### src/rtl/dphy_tx_lane_sequencer_if.sv
// Byte-pair payload stream feeding the D-PHY TX lane sequencer.
interface dphy_tx_lane_sequencer_if;
  logic       in_valid;
  logic       in_last;
  logic [7:0] in_D1;
  logic [7:0] in_D0;
  logic       in_ready;

  modport master (output in_valid, in_last, in_D1, in_D0, input in_ready);
  modport slave  (input in_valid, in_last, in_D1, in_D0, output in_ready);
endinterface

### src/rtl/dphy_tx_lane_sequencer.sv
// Two-lane D-PHY TX burst sequencer: LP-11 -> HS request/prepare/zero -> sync -> payload -> trail -> LP-11.
// Every output is registered from the next-state decode so LP transitions are glitch-free.
module dphy_tx_lane_sequencer #(
  parameter int unsigned T_CLK_PRE    = 8,
  parameter int unsigned T_LPX        = 4,
  parameter int unsigned T_HS_PREPARE = 3,
  parameter int unsigned T_HS_ZERO    = 6,
  parameter int unsigned T_HS_TRAIL   = 4,
  parameter int unsigned T_CLK_POST   = 8,
  parameter logic [7:0]  SYNC_BYTE    = 8'hB8
) (
  input  logic                            clk,
  input  logic                            reset,
  input  logic                            start,
  dphy_tx_lane_sequencer_if.slave         in_bus,
  output logic [7:0]                      byte_D1,
  output logic [7:0]                      byte_D0,
  output logic [1:0]                      lp1_out,
  output logic [1:0]                      lp0_out,
  output logic                            lp1_dir,
  output logic                            lp0_dir,
  output logic                            hs_clk_en,
  output logic                            hsxx_clk_en,
  output logic                            hs_data_en,
  output logic                            busy,
  output logic                            underrun
);

  localparam int unsigned CNT_W = 8;

  typedef enum logic [3:0] {
    S_IDLE,
    S_CLK_PRE,
    S_LP01,
    S_LP00,
    S_HS_ZERO,
    S_SYNC,
    S_HS_DATA,
    S_HS_END,
    S_HS_TRAIL,
    S_CLK_POST
  } state_t;

  state_t             state, state_n;
  logic [CNT_W-1:0]   cnt, cnt_n;
  logic               in_ready_q;
  logic               xfer;

  logic [1:0]         lp_n;
  logic               dir_n, clk_n, data_n, busy_n, rdy_n, und_n;
  logic [7:0]         b1_n, b0_n;

  function automatic logic [CNT_W-1:0] ld(input int unsigned t);
    return CNT_W'(t - 1);
  endfunction

  assign in_bus.in_ready = in_ready_q;
  assign xfer            = in_bus.in_valid & in_ready_q;

  // Next-state and next-output decode
  always_comb begin
    state_n = state;
    cnt_n   = (cnt == '0) ? cnt : cnt - CNT_W'(1);
    und_n   = 1'b0;

    case (state)
      S_IDLE: begin
        if (start) begin
          state_n = S_CLK_PRE;
          cnt_n   = ld(T_CLK_PRE);
        end
      end
      S_CLK_PRE: begin
        if (cnt == '0) begin
          state_n = S_LP01;
          cnt_n   = ld(T_LPX);
        end
      end
      S_LP01: begin
        if (cnt == '0) begin
          state_n = S_LP00;
          cnt_n   = ld(T_HS_PREPARE);
        end
      end
      S_LP00: begin
        if (cnt == '0) begin
          state_n = S_HS_ZERO;
          cnt_n   = ld(T_HS_ZERO);
        end
      end
      S_HS_ZERO: begin
        if (cnt == '0) state_n = S_SYNC;
      end
      S_SYNC: begin
        state_n = (xfer && in_bus.in_last) ? S_HS_END : S_HS_DATA;
      end
      S_HS_DATA: begin
        if (!in_bus.in_valid) begin
          state_n = S_HS_END;
          und_n   = 1'b1;
        end else if (in_bus.in_last) begin
          state_n = S_HS_END;
        end
      end
      S_HS_END: begin
        // Last payload (or repeated byte) is on the lanes this cycle; trail starts next
        state_n = S_HS_TRAIL;
        cnt_n   = ld(T_HS_TRAIL);
      end
      S_HS_TRAIL: begin
        if (cnt == '0) begin
          state_n = S_CLK_POST;
          cnt_n   = ld(T_CLK_POST);
        end
      end
      S_CLK_POST: begin
        if (cnt == '0) state_n = S_IDLE;
      end
      default: begin
        state_n = S_IDLE;
        cnt_n   = '0;
      end
    endcase

    lp_n   = 2'b11;
    dir_n  = 1'b1;
    clk_n  = (state_n != S_IDLE);
    busy_n = (state_n != S_IDLE);
    data_n = 1'b0;
    rdy_n  = 1'b0;
    b1_n   = 8'h00;
    b0_n   = 8'h00;

    case (state_n)
      S_LP01: lp_n = 2'b01;
      S_LP00: lp_n = 2'b00;
      S_HS_ZERO: begin
        lp_n   = 2'b00;
        dir_n  = 1'b0;
        data_n = 1'b1;
      end
      S_SYNC: begin
        lp_n   = 2'b00;
        dir_n  = 1'b0;
        data_n = 1'b1;
        rdy_n  = 1'b1;
        b1_n   = SYNC_BYTE;
        b0_n   = SYNC_BYTE;
      end
      S_HS_DATA, S_HS_END: begin
        lp_n   = 2'b00;
        dir_n  = 1'b0;
        data_n = 1'b1;
        rdy_n  = (state_n == S_HS_DATA);
        b1_n   = xfer ? in_bus.in_D1 : byte_D1;
        b0_n   = xfer ? in_bus.in_D0 : byte_D0;
      end
      S_HS_TRAIL: begin
        lp_n   = 2'b00;
        dir_n  = 1'b0;
        data_n = 1'b1;
        // Trail level is the inverse of the final bit of the last byte sent
        b1_n   = (state == S_HS_END) ? {8{~byte_D1[7]}} : byte_D1;
        b0_n   = (state == S_HS_END) ? {8{~byte_D0[7]}} : byte_D0;
      end
      default: ;
    endcase
  end

  // State, counter and output registers
  always_ff @(posedge clk or posedge reset) begin
    if (reset) begin
      state       <= S_IDLE;
      cnt         <= '0;
      lp1_out     <= 2'b11;
      lp0_out     <= 2'b11;
      lp1_dir     <= 1'b1;
      lp0_dir     <= 1'b1;
      byte_D1     <= 8'h00;
      byte_D0     <= 8'h00;
      hs_clk_en   <= 1'b0;
      hsxx_clk_en <= 1'b0;
      hs_data_en  <= 1'b0;
      in_ready_q  <= 1'b0;
      busy        <= 1'b0;
      underrun    <= 1'b0;
    end else begin
      state       <= state_n;
      cnt         <= cnt_n;
      lp1_out     <= lp_n;
      lp0_out     <= lp_n;
      lp1_dir     <= dir_n;
      lp0_dir     <= dir_n;
      byte_D1     <= b1_n;
      byte_D0     <= b0_n;
      hs_clk_en   <= clk_n;
      hsxx_clk_en <= clk_n;
      hs_data_en  <= data_n;
      in_ready_q  <= rdy_n;
      busy        <= busy_n;
      underrun    <= und_n;
    end
  end

endmodule

### src/flat_wrapper.sv
// flat-port wrapper written by rule: the top's interface ports become plain ports
module dphy_tx_lane_sequencer_flat 
#(
  parameter int unsigned T_CLK_PRE    = 8,
  parameter int unsigned T_LPX        = 4,
  parameter int unsigned T_HS_PREPARE = 3,
  parameter int unsigned T_HS_ZERO    = 6,
  parameter int unsigned T_HS_TRAIL   = 4,
  parameter int unsigned T_CLK_POST   = 8,
  parameter logic [7:0]  SYNC_BYTE    = 8'hB8
)
  (clk, reset, start, byte_D1, byte_D0, lp1_out, lp0_out, lp1_dir, lp0_dir, hs_clk_en, hsxx_clk_en, hs_data_en, busy, underrun, in_bus_in_valid, in_bus_in_last, in_bus_in_D1, in_bus_in_D0, in_bus_in_ready);
  dphy_tx_lane_sequencer_if in_bus_i ();
  input  logic clk;
  input  logic reset;
  input  logic start;
  output logic [7:0] byte_D1;
  output logic [7:0] byte_D0;
  output logic [1:0] lp1_out;
  output logic [1:0] lp0_out;
  output logic lp1_dir;
  output logic lp0_dir;
  output logic hs_clk_en;
  output logic hsxx_clk_en;
  output logic hs_data_en;
  output logic busy;
  output logic underrun;
  input wire logic [$bits(in_bus_i.in_valid)-1:0] in_bus_in_valid;
  input wire logic [$bits(in_bus_i.in_last)-1:0] in_bus_in_last;
  input wire logic [$bits(in_bus_i.in_D1)-1:0] in_bus_in_D1;
  input wire logic [$bits(in_bus_i.in_D0)-1:0] in_bus_in_D0;
  output wire logic [$bits(in_bus_i.in_ready)-1:0] in_bus_in_ready;
  assign in_bus_i.in_valid = in_bus_in_valid;
  assign in_bus_i.in_last = in_bus_in_last;
  assign in_bus_i.in_D1 = in_bus_in_D1;
  assign in_bus_i.in_D0 = in_bus_in_D0;
  assign in_bus_in_ready = in_bus_i.in_ready;
  dphy_tx_lane_sequencer #(.T_CLK_PRE(T_CLK_PRE), .T_LPX(T_LPX), .T_HS_PREPARE(T_HS_PREPARE), .T_HS_ZERO(T_HS_ZERO), .T_HS_TRAIL(T_HS_TRAIL), .T_CLK_POST(T_CLK_POST), .SYNC_BYTE(SYNC_BYTE)) u_core (.clk(clk), .reset(reset), .start(start), .in_bus(in_bus_i), .byte_D1(byte_D1), .byte_D0(byte_D0), .lp1_out(lp1_out), .lp0_out(lp0_out), .lp1_dir(lp1_dir), .lp0_dir(lp0_dir), .hs_clk_en(hs_clk_en), .hsxx_clk_en(hsxx_clk_en), .hs_data_en(hs_data_en), .busy(busy), .underrun(underrun));
endmodule
### config.mk
export PLATFORM = sky130hd
export DESIGN_NAME = dphy_tx_lane_sequencer_flat
export DESIGN_NICKNAME = d
export VERILOG_FILES = /design/src/rtl/dphy_tx_lane_sequencer_if.sv /design/src/rtl/dphy_tx_lane_sequencer.sv /design/src/flat_wrapper.sv
export SDC_FILE = /design/constraint.sdc
export NUM_CORES = 1
export LEC_CHECK = 0
export ABC_AREA = 0
export CAP_MARGIN = 20
export CELL_PAD_IN_SITES_DETAIL_PLACEMENT = 2
export CELL_PAD_IN_SITES_GLOBAL_PLACEMENT = 2
export CORE_MARGIN = 4
export CORE_UTILIZATION = 30
export CTS_CLUSTER_SIZE = 40
export DETAILED_ROUTE_END_ITERATION = 8
export PLACE_DENSITY_LB_ADDON = 0.1
export SLEW_MARGIN = 20
export SYNTH_ARGS = -nofsm -noshare
export SYNTH_HDL_FRONTEND = slang
export SYNTH_SLANG_ARGS = --single-unit
### constraint.sdc
create_clock -name clk -period 2.3 [get_ports clk]
set_input_delay 0.46 -clock clk [delete_from_list [all_inputs] [get_ports clk]]
set_output_delay 0.46 -clock clk [all_outputs]
set_load 0.1 [all_outputs]
# Word level (Yosys, flattened, before mapping)

Cells that the tools add are included.
W data, S select, Z words.

Add/subtract/negate cells: 1
$mul: 0
Divide/modulo/power cells: 0
Magnitude comparators: 0
Equal/unequal tests: 18
Shift operators: 0
Mux-type cells: 30
Bitwise logic cells: 3
Reductions and logical operators: 9

Operators with widths:

| operator              | count |
|---|---|
| $mux W8               | 10 |
| $pmux W8 S7           | 1 |
| $pmux W8 S3           | 2 |
| $pmux W4 S10          | 1 |
| $mux W4               | 9 |
| $eq A4 B3 Y1 const B  | 8 |
| $eq A4 B2 Y1 const B  | 4 |
| $eq A4 B4 Y1 const B  | 3 |
| $logic_not A8 Y1      | 1 |
| $sub A8 B1 Y8 const B | 1 |
| $reduce_or A6 Y1      | 1 |
| $mux W1               | 5 |
| $reduce_or A5 Y1      | 1 |
| $eq A4 B1 Y1 const B  | 1 |
| $logic_not A4 Y1      | 1 |
| $ne A2 B1 Y1 const B  | 2 |
| $pmux W2 S2           | 1 |
| $reduce_bool A4 Y1    | 1 |
| $reduce_or A4 Y1      | 1 |
| $not A1 Y1            | 2 |
| $pmux W1 S2           | 1 |
| $reduce_and A2 Y1     | 1 |
| $reduce_or A2 Y1      | 1 |
| $and A1 B1 Y1         | 1 |
| $logic_and A1 B1 Y1   | 1 |

Flip-flop bits (word level): 35
Bits in latches: 0
RAM bits: 0
Bits in read-only memories: 0
Memories: 0

# Depth between registers and ports, before layout

Gate-level depths: netlist of run 1.

Depth after elaboration: 8
Depth in mapped cells: 11
Depth with buffers taken out: 10

# Worst setup path before layout of run 1

No wires, ideal clock.

Path kind: register to register
Start point: reg u_core.cnt[0]
End point: reg u_core.byte_D0[0]
Arrival: 1953 ps
Data required time: 2174 ps
Path slack: 221 ps
Stages on the path, launching flop included: 11
Path buffers: 2
Clock period less this slack: 2079 ps
Path through: dfrtp_1 > inv_1 > ha_1 > nor3b_1 > and2_1 > buf_6 > inv_6 > and3_4 > o22ai_4 > buf_12 > mux2_4

Word-level cells in the longest chain between the ends: 7

Ends and longest elaborated chain:

| what                                  | RTL line                      | text |
|---|---|---|
| start: declaration                    | dphy_tx_lane_sequencer.sv:45  | `logic [CNT_W-1:0] cnt, cnt_n;` |
| start signal: assignment              | dphy_tx_lane_sequencer.sv:189 | `cnt <= cnt_n;` |
| $logic_not A8 Y1 *                    | --                            |  |
| $mux W4, or another cell as far along | dphy_tx_lane_sequencer.sv:117 | `if (cnt == '0) state_n = S_IDLE;` |
| $pmux W4 S10 *                        | dphy_tx_lane_sequencer.sv:66  | `case (state)` |
| $eq A4 B3 Y1                          | dphy_tx_lane_sequencer.sv:134 | `case (state_n)` |
| $reduce_or A2 Y1                      | --                            |  |
| $ne A2 B1 Y1 (no source line)         | --                            |  |
| $reduce_and A2 Y1 (no source line)    | --                            |  |
| end signal: assignment                | dphy_tx_lane_sequencer.sv:195 | `byte_D0 <= b0_n;` |
| end: declaration                      | dphy_tx_lane_sequencer.sv:17  | `output logic [7:0] byte_D0,` |

Every way passes the cells marked *; elsewhere a longest branch is shown, timed or not.
A chain may end at the register's enable or synchronous reset.

# Worst setup path after layout of run 1

Start point: reg u_core.cnt[0]
End point: reg u_core.byte_D0[6]

Same word-level chain as after synthesis.

==> results of run 1 <==
-- metrics by stage --
step                      hold slack [ns]   util  cells  cell area [um^2]  setup WS (ns)
after global placement              0.501  0.382    337              2580          0.200
after CTS                           0.523  0.398    345              2690          0.123
after global routing                0.532  0.398    345              2690         0.0488
after detailed placement            0.505  0.382    337              2580          0.141
final                               0.516  0.398    345              2690          0.194
after floorplan                     0.511      -    215              2080          0.221
-- cell type report --
class                      instances  area [um^2]
sequential                        35          880
clock inverter                     1         7.51
inverter                           6         27.5
multi-input combinational        154         1050
clock buffer                       7         96.3
fill                             764         4070
tap                               80          100
timing repair buffer              62          528
-- cells by family (layout without fill, tap and decap cells) --
logic type	after synthesis	in the layout	share of synthesized area
mux	17	17	0.110
compound gates	53	53	0.180
flops	35	35	0.423
buf+inv	26	76	0.0722
simple gates	73	73	0.161
fa+ha+maj	4	4	0.0241
xor+xnor	7	7	0.0295
-- Yosys cell counts, types with 3 or more instances --
| master | n | area share |
|---|---|---|
| inv_1 | 5 | 0.0090 |
| o211ai_1 | 10 | 0.036 |
| buf_4 | 6 | 0.022 |
| nand3_1 | 3 | 0.0072 |
| mux2_4 | 10 | 0.072 |
| clkbuf_1 | 10 | 0.018 |
| a21oi_1 | 8 | 0.019 |
| nor2_1 | 24 | 0.043 |
| xor2_1 | 5 | 0.021 |
| nand2b_1 | 3 | 0.0090 |
| dfstp_2 | 3 | 0.038 |
| nor2b_1 | 4 | 0.012 |
| nand2_1 | 27 | 0.049 |
| mux2_2 | 6 | 0.033 |
| o21ai_0 | 17 | 0.041 |
| dfrtp_1 | 32 | 0.39 |
| ha_1 | 4 | 0.024 |
-- power breakdown --
| part | internal [mW] | total, mW | switching, mW |
|---|---|---|---|
| sequential | 0.788 | 0.971 | 0.183 |
| combinational | 0.603 | 2.06 | 1.45 |
| clock | 0.273 | 0.521 | 0.248 |
| total | 1.66 | 3.55 | 1.88 |
-- what timing repair did --
item | in CTS | in global routing
setup endpoints to repair | 0 | 17
gates resized for setup | 0 | 3
buffers inserted | 0 | 0
-- sequential cells by signal, summed over array words and instances, names as in the netlist --
register	count
u_core.byte_D0	8
u_core.byte_D1	8
u_core.cnt	8
u_core.hs_clk_en	1
u_core.hs_data_en	1
u_core.in_bus.in_ready	1
u_core.lp1_dir	1
u_core.lp1_out	2
u_core.state	4
u_core.underrun	1
-- routing by layer --
metal,track usage,share of wire
met5,0,0
met4,0.0452,0.013
met3,0.0340,0.033
met1,0.211,0.48
met2,0.251,0.48
-- path summary, 6_finish.rpt --
kind	cells after the start	startpoint	end
max in group asynchronous	3	reset	u_core.lp1_out[1]
hold reg to reg	1	u_core.byte_D1[3]	u_core.byte_D1[3]
setup reg to reg	9	u_core.cnt[0]	u_core.byte_D0[6]
min in group asynchronous	3	reset	u_core.cnt[0]
setup / recovery	9	u_core.cnt[0]	u_core.byte_D0[6]
hold / removal	1	u_core.byte_D1[3]	u_core.byte_D1[3]
-- worst reg2reg max path, delay by kind of cell, from the launching register on --
family | cells | cell delay, ns
buffers and inverters | 3 | 0.38
AND/OR/NAND/NOR | 3 | 0.55
AO/OA/AOI/OAI | 1 | 0.14
multiplexers | 1 | 0.35
flip-flops | 1 | 0.41
adder cells (fa/ha/maj) | 1 | 0.16
-- placed cells by master (no fill, tap or decap), drive strengths merged, types with 3 or more instances in the layout --
master / synthesis / layout
nor2: 24 / 24
o22ai: 3 / 3
ha: 4 / 4
nor4: 3 / 3
clkdlybuf4s50: 0 / 20
inv: 6 / 6
a21oi: 9 / 9
nor2b: 4 / 4
xor2: 5 / 5
clkbuf: 10 / 7
dfstp: 3 / 3
o211ai: 10 / 10
nand2: 27 / 27
o21ai: 17 / 17
a211oi: 3 / 3
dfrtp: 32 / 32
buf: 10 / 42
nand2b: 3 / 3
mux2: 16 / 16
nand3: 3 / 3
==> impl_metrics.env, run 1 <==
export IMPL_status="complete, no violations"
export IMPL_antenna_cells=0
export IMPL_hpwl_um=4420
export IMPL_ys_seq_elements=35
export IMPL_synth_ff_type="dfrtp_1"
export IMPL_die_w_um=91.2
export IMPL_root_buffer="clkbuf_8"
export IMPL_async_reset_ff_frac=1.00
export IMPL_crit_path_max_fanout=16
export IMPL_slew_viol_final=0
export IMPL_synth_nets=240
export IMPL_routabilityCongestion=0.752
export IMPL_worstSkewPairLatency_ns=0.30
export IMPL_synthDistinctLibCells=46
export IMPL_cp_arrival_ns=2.28
export IMPL_max_freq_mhz=475
export IMPL_synth_warnings=0
export IMPL_drc=0
export IMPL_path_clk_slew_ns=0.08
export IMPL_fin_crit_sh=0.916
export IMPL_syn_inst=215
export IMPL_drive_gt1_frac=0.298
export IMPL_pin_count=49
export IMPL_fin_tns_setup_ns=0
export IMPL_seq_area_frac_synth=0.423
export IMPL_grt_setup_unrepaired="no"
export IMPL_maxSlewHeadroom=0.682
export IMPL_rows=30
export IMPL_p_leak_nw=1.24
export IMPL_avgSynthCellArea_um2=9.67
export IMPL_drtAntennaViolNets=0
export IMPL_final_nets=289
export IMPL_skew_ns=0.00852
export IMPL_cts_sinks=35
export IMPL_viasPerCell=5.08
export IMPL_initial_utilization=0.308
export IMPL_grt_pass1_wl_um=10400
export IMPL_fp_coreArea_um2=6760
export IMPL_overflow=0
export IMPL_vdd_drop_max_v=0.000517
export IMPL_via_count=1753
export IMPL_areaGrowthSynthToFinish_pct=29.4
export IMPL_fin_crit_ns=2.11
export IMPL_grt_total_usage=0.156
export IMPL_crit_slowest_cell="dfrtp_1"
export IMPL_crit_chain="inv_1, ha_1, nor3b_1, and2_4, inv_6, and3_4, o22ai_4, buf_12, mux2_2"
export IMPL_critPathKind="reg2reg"
export IMPL_grt_max_degree=36
export IMPL_cts_buffer_depth=2
export IMPL_grt_pass1_vias=1950
export IMPL_drt_wl_total_um=6140
export IMPL_crit_family="simple AND/OR/NAND/NOR gates"
export IMPL_worst_path_buf_inv=3
export IMPL_cpPeakStageDelay_ns=0.41
export IMPL_setup_viol=0
export IMPL_antenna_found_initial=0
export IMPL_drv_cap=0
export IMPL_worstPathRequired_ns=2.48
export IMPL_h_tree_depth=2
export IMPL_critPathCaptureType="flip-flop"
export IMPL_dr_pass1_iters=4
export IMPL_total_power_mw=3.55
export IMPL_hold_viol_final=0
export IMPL_hold_buffers=0
export IMPL_worst_setup_path_start_kind="flip-flop"
export IMPL_power_density_nw_per_um2=1320
export IMPL_synthesis_area_um2=2080
export IMPL_fp_dieH_um=91.2
export IMPL_wire_per_inst_um=17.8
export IMPL_dieArea_um2=8320
export IMPL_synth_edff_count=0
export IMPL_portBuffers=48
export IMPL_numCtsBuffers=5
export IMPL_first_iter_violations=28
export IMPL_r2r_slack_ns=0.19
export IMPL_min_path_type="reg2reg"
export IMPL_cts_tree="done"
export IMPL_worst_pin_slew_ns=0.478
Power figures use the tool's default switching activity.
==> inputs of run 2 (changes only) <==
--- a/config.mk
+++ b/config.mk
@@ -11,6 +11,7 @@
 export CELL_PAD_IN_SITES_GLOBAL_PLACEMENT = 2
 export CORE_MARGIN = 4
 export CORE_UTILIZATION = 30
+export CTS_BUF_LIST = sky130_fd_sc_hd__clkbuf_16
 export CTS_CLUSTER_SIZE = 40
 export DETAILED_ROUTE_END_ITERATION = 8
 export PLACE_DENSITY_LB_ADDON = 0.1
==> run 2 against run 1 <==
  * Wire length up 0.46%
  * Clock skew down 0.0026 ns
  * Sequential share of layout area down 0.44 points
  * Fmax up 0.43%
  * Core utilization up 0.54 points
  * Cell area up 1.3%
  * Clock power up 27%
  * Flip-flop and latch count unchanged
  * Die area unchanged
  * Register-to-register slack about the same
  * Critical path type unchanged
  * Highest routed layer unchanged
==> impl_metrics.env, run 2 (synthesis gave the netlist of run 1 again) <==
export IMPL_vdd_drop_max_v=0.000518
export IMPL_fin_crit_sh=0.912
export IMPL_dp_cells=337
export IMPL_fin_cells=345
export IMPL_root_buffer="clkbuf_16"
export IMPL_reg_top3="u_core.byte_D0 x8, u_core.byte_D1 x8, u_core.cnt x8"
export IMPL_cp_arrival_ns=2.26
export IMPL_worstPathRequired_ns=2.46
export IMPL_initial_utilization=0.308
export IMPL_dr_pass1_iters=4
export IMPL_final_nets=289
export IMPL_crit_slowest_cell="dfrtp_1"
export IMPL_critPathCaptureType="flip-flop"
export IMPL_total_power_mw=3.69
export IMPL_fin_tns_setup_ns=0
export IMPL_cts_tree="done"
export IMPL_setup_viol=0
export IMPL_max_freq_mhz=477
export IMPL_crit_path_max_fanout=16
export IMPL_skew_ns=0.00592
export IMPL_worst_pin_slew_ns=0.483
export IMPL_multiInputGateArea_um2=1050
export IMPL_postCtsSetupBuffers=0
export IMPL_status="complete, no violations"
export IMPL_first_iter_violations=30
export IMPL_portBuffers=48
export IMPL_worstSkewPairLatency_ns=0.28
export IMPL_crit_chain="inv_1, ha_1, nor3b_1, and2_4, inv_6, and3_4, o22ai_4, buf_12, mux2_2"
export IMPL_num_fill_cells=760
export IMPL_drc=0
export IMPL_maxSlewHeadroom=0.678
export IMPL_fp_dieH_um=91.2
export IMPL_antenna_cells=0
export IMPL_worst_setup_path_start_kind="flip-flop"
export IMPL_cpPeakStageDelay_ns=0.40
export IMPL_most_common_layout_cells="buf_4, dfrtp_1, nand2_1"
export IMPL_viasPerCell=5.11
export IMPL_cts_buffer_depth=2
export IMPL_dieArea_um2=8320
export IMPL_path_clk_slew_ns=0.06
export IMPL_hold_viol_final=0
export IMPL_grt_setup_unrepaired="no"
export IMPL_fp_coreArea_um2=6760
export IMPL_numCtsBuffers=5
export IMPL_wire_per_inst_um=17.9
export IMPL_drive_gt1_frac=0.291
export IMPL_critPathKind="reg2reg"
export IMPL_overflow=0
export IMPL_drv_cap=0
export IMPL_pin_count=49
export IMPL_cts_sinks=35
export IMPL_p_leak_nw=1.25
export IMPL_slew_viol_final=0
export IMPL_drtAntennaViolNets=0
export IMPL_seqCellArea_um2=880
export IMPL_h_tree_depth=2
export IMPL_final_common_cell="buf_4"
export IMPL_hpwl_um=4420
export IMPL_areaGrowthSynthToFinish_pct=31.2
export IMPL_holdWs_ns=0.512
export IMPL_grt_pass1_vias=1955
export IMPL_power_density_nw_per_um2=1350
export IMPL_fin_crit_ns=2.10
export IMPL_drt_wl_total_um=6170
export IMPL_die_w_um=91.2
export IMPL_fin_util=0.404
export IMPL_routabilityCongestion=0.752
export IMPL_rows=30
export IMPL_min_path_type="reg2reg"
export IMPL_grt_total_usage=0.156
export IMPL_antenna_found_initial=0
export IMPL_grt_pass1_wl_um=10400
export IMPL_via_count=1762
export IMPL_grt_max_degree=36
run 2: changes by cell type in the layout (fill, tap and decap cells not counted), sizes merged:
| cell | before | now |
|---|---|---|
| clkinv | 0 | 2 |
| clkbuf | 7 | 5 |
run 2: layer usage:
layer  track usage  wire length (um)
met1         0.206              2930
met2         0.254              2960
met3        0.0340               202
met4        0.0477                85
met5             0                 0
run 2: worst paths after layout:
path / from / end / slack [ns] / cells after the start
min in group asynchronous: reset / u_core.cnt[5] / 0.59 / 3
worst min register to register: u_core.byte_D1[3] / u_core.byte_D1[3] / 0.51 / 1
worst max register to register: u_core.cnt[0] / u_core.byte_D0[6] / 0.20 / 9
max in group asynchronous: reset / u_core.lp1_out[1] / 1.34 / 3
worst min-delay path: u_core.byte_D1[3] / u_core.byte_D1[3] / 0.51 / 1
worst max-delay path: u_core.cnt[0] / u_core.byte_D0[6] / 0.20 / 9
run 2: cell type report:
cell class	instances	area share
clock buffer	5	0.0459
clock inverter	3	0.00551
inverter	6	0.0101
multi-input combinational	154	0.385
sequential	35	0.323
tap	80	0.0367
timing repair buffer	62	0.194
run 2: repair_timing:
action | in CTS | in global routing
endpoints found under the setup margin | 0 | 15
hold buffers | 0 | 0
resized for setup | 0 | 2
run 2: report_power, final:
part | leakage [nW] | internal (mW) | switching [mW]
clock | 0.0649 | 0.394 | 0.269
sequential | 0.457 | 0.789 | 0.182
combinational | 0.733 | 0.602 | 1.45
run 2: metrics by stage:
| step | area (um^2) | setup WS, ns |
|---|---|---|
| floorplan | 2080 | 0.221 |
| global route | 2730 | 0.0353 |
| global placement | 2580 | 0.200 |
| detailed placement | 2580 | 0.141 |
| CTS | 2720 | 0.128 |
| finish | 2730 | 0.203 |
run 2: worst max-delay path, delay by kind of cell (launching register included):
| kind | cells | cell delay [ns] |
|---|---|---|
| muxes | 1 | 0.35 |
| adders and majority gates | 1 | 0.16 |
| and+or+nand+nor | 3 | 0.55 |
| DFF | 1 | 0.40 |
| AOI/OAI and AO/OA | 1 | 0.14 |
| buffers and inverters | 3 | 0.37 |
==> inputs of run 3 (changes only) <==
--- a/config.mk
+++ b/config.mk
@@ -15,7 +15,7 @@
 export CTS_CLUSTER_SIZE = 40
 export DETAILED_ROUTE_END_ITERATION = 8
 export PLACE_DENSITY_LB_ADDON = 0.1
-export SLEW_MARGIN = 20
+export SLEW_MARGIN = 30
 export SYNTH_ARGS = -nofsm -noshare
 export SYNTH_HDL_FRONTEND = slang
 export SYNTH_SLANG_ARGS = --single-unit
==> results of run 3 <==
No change in the layout: final DEF, timing and power equal those of run 2.
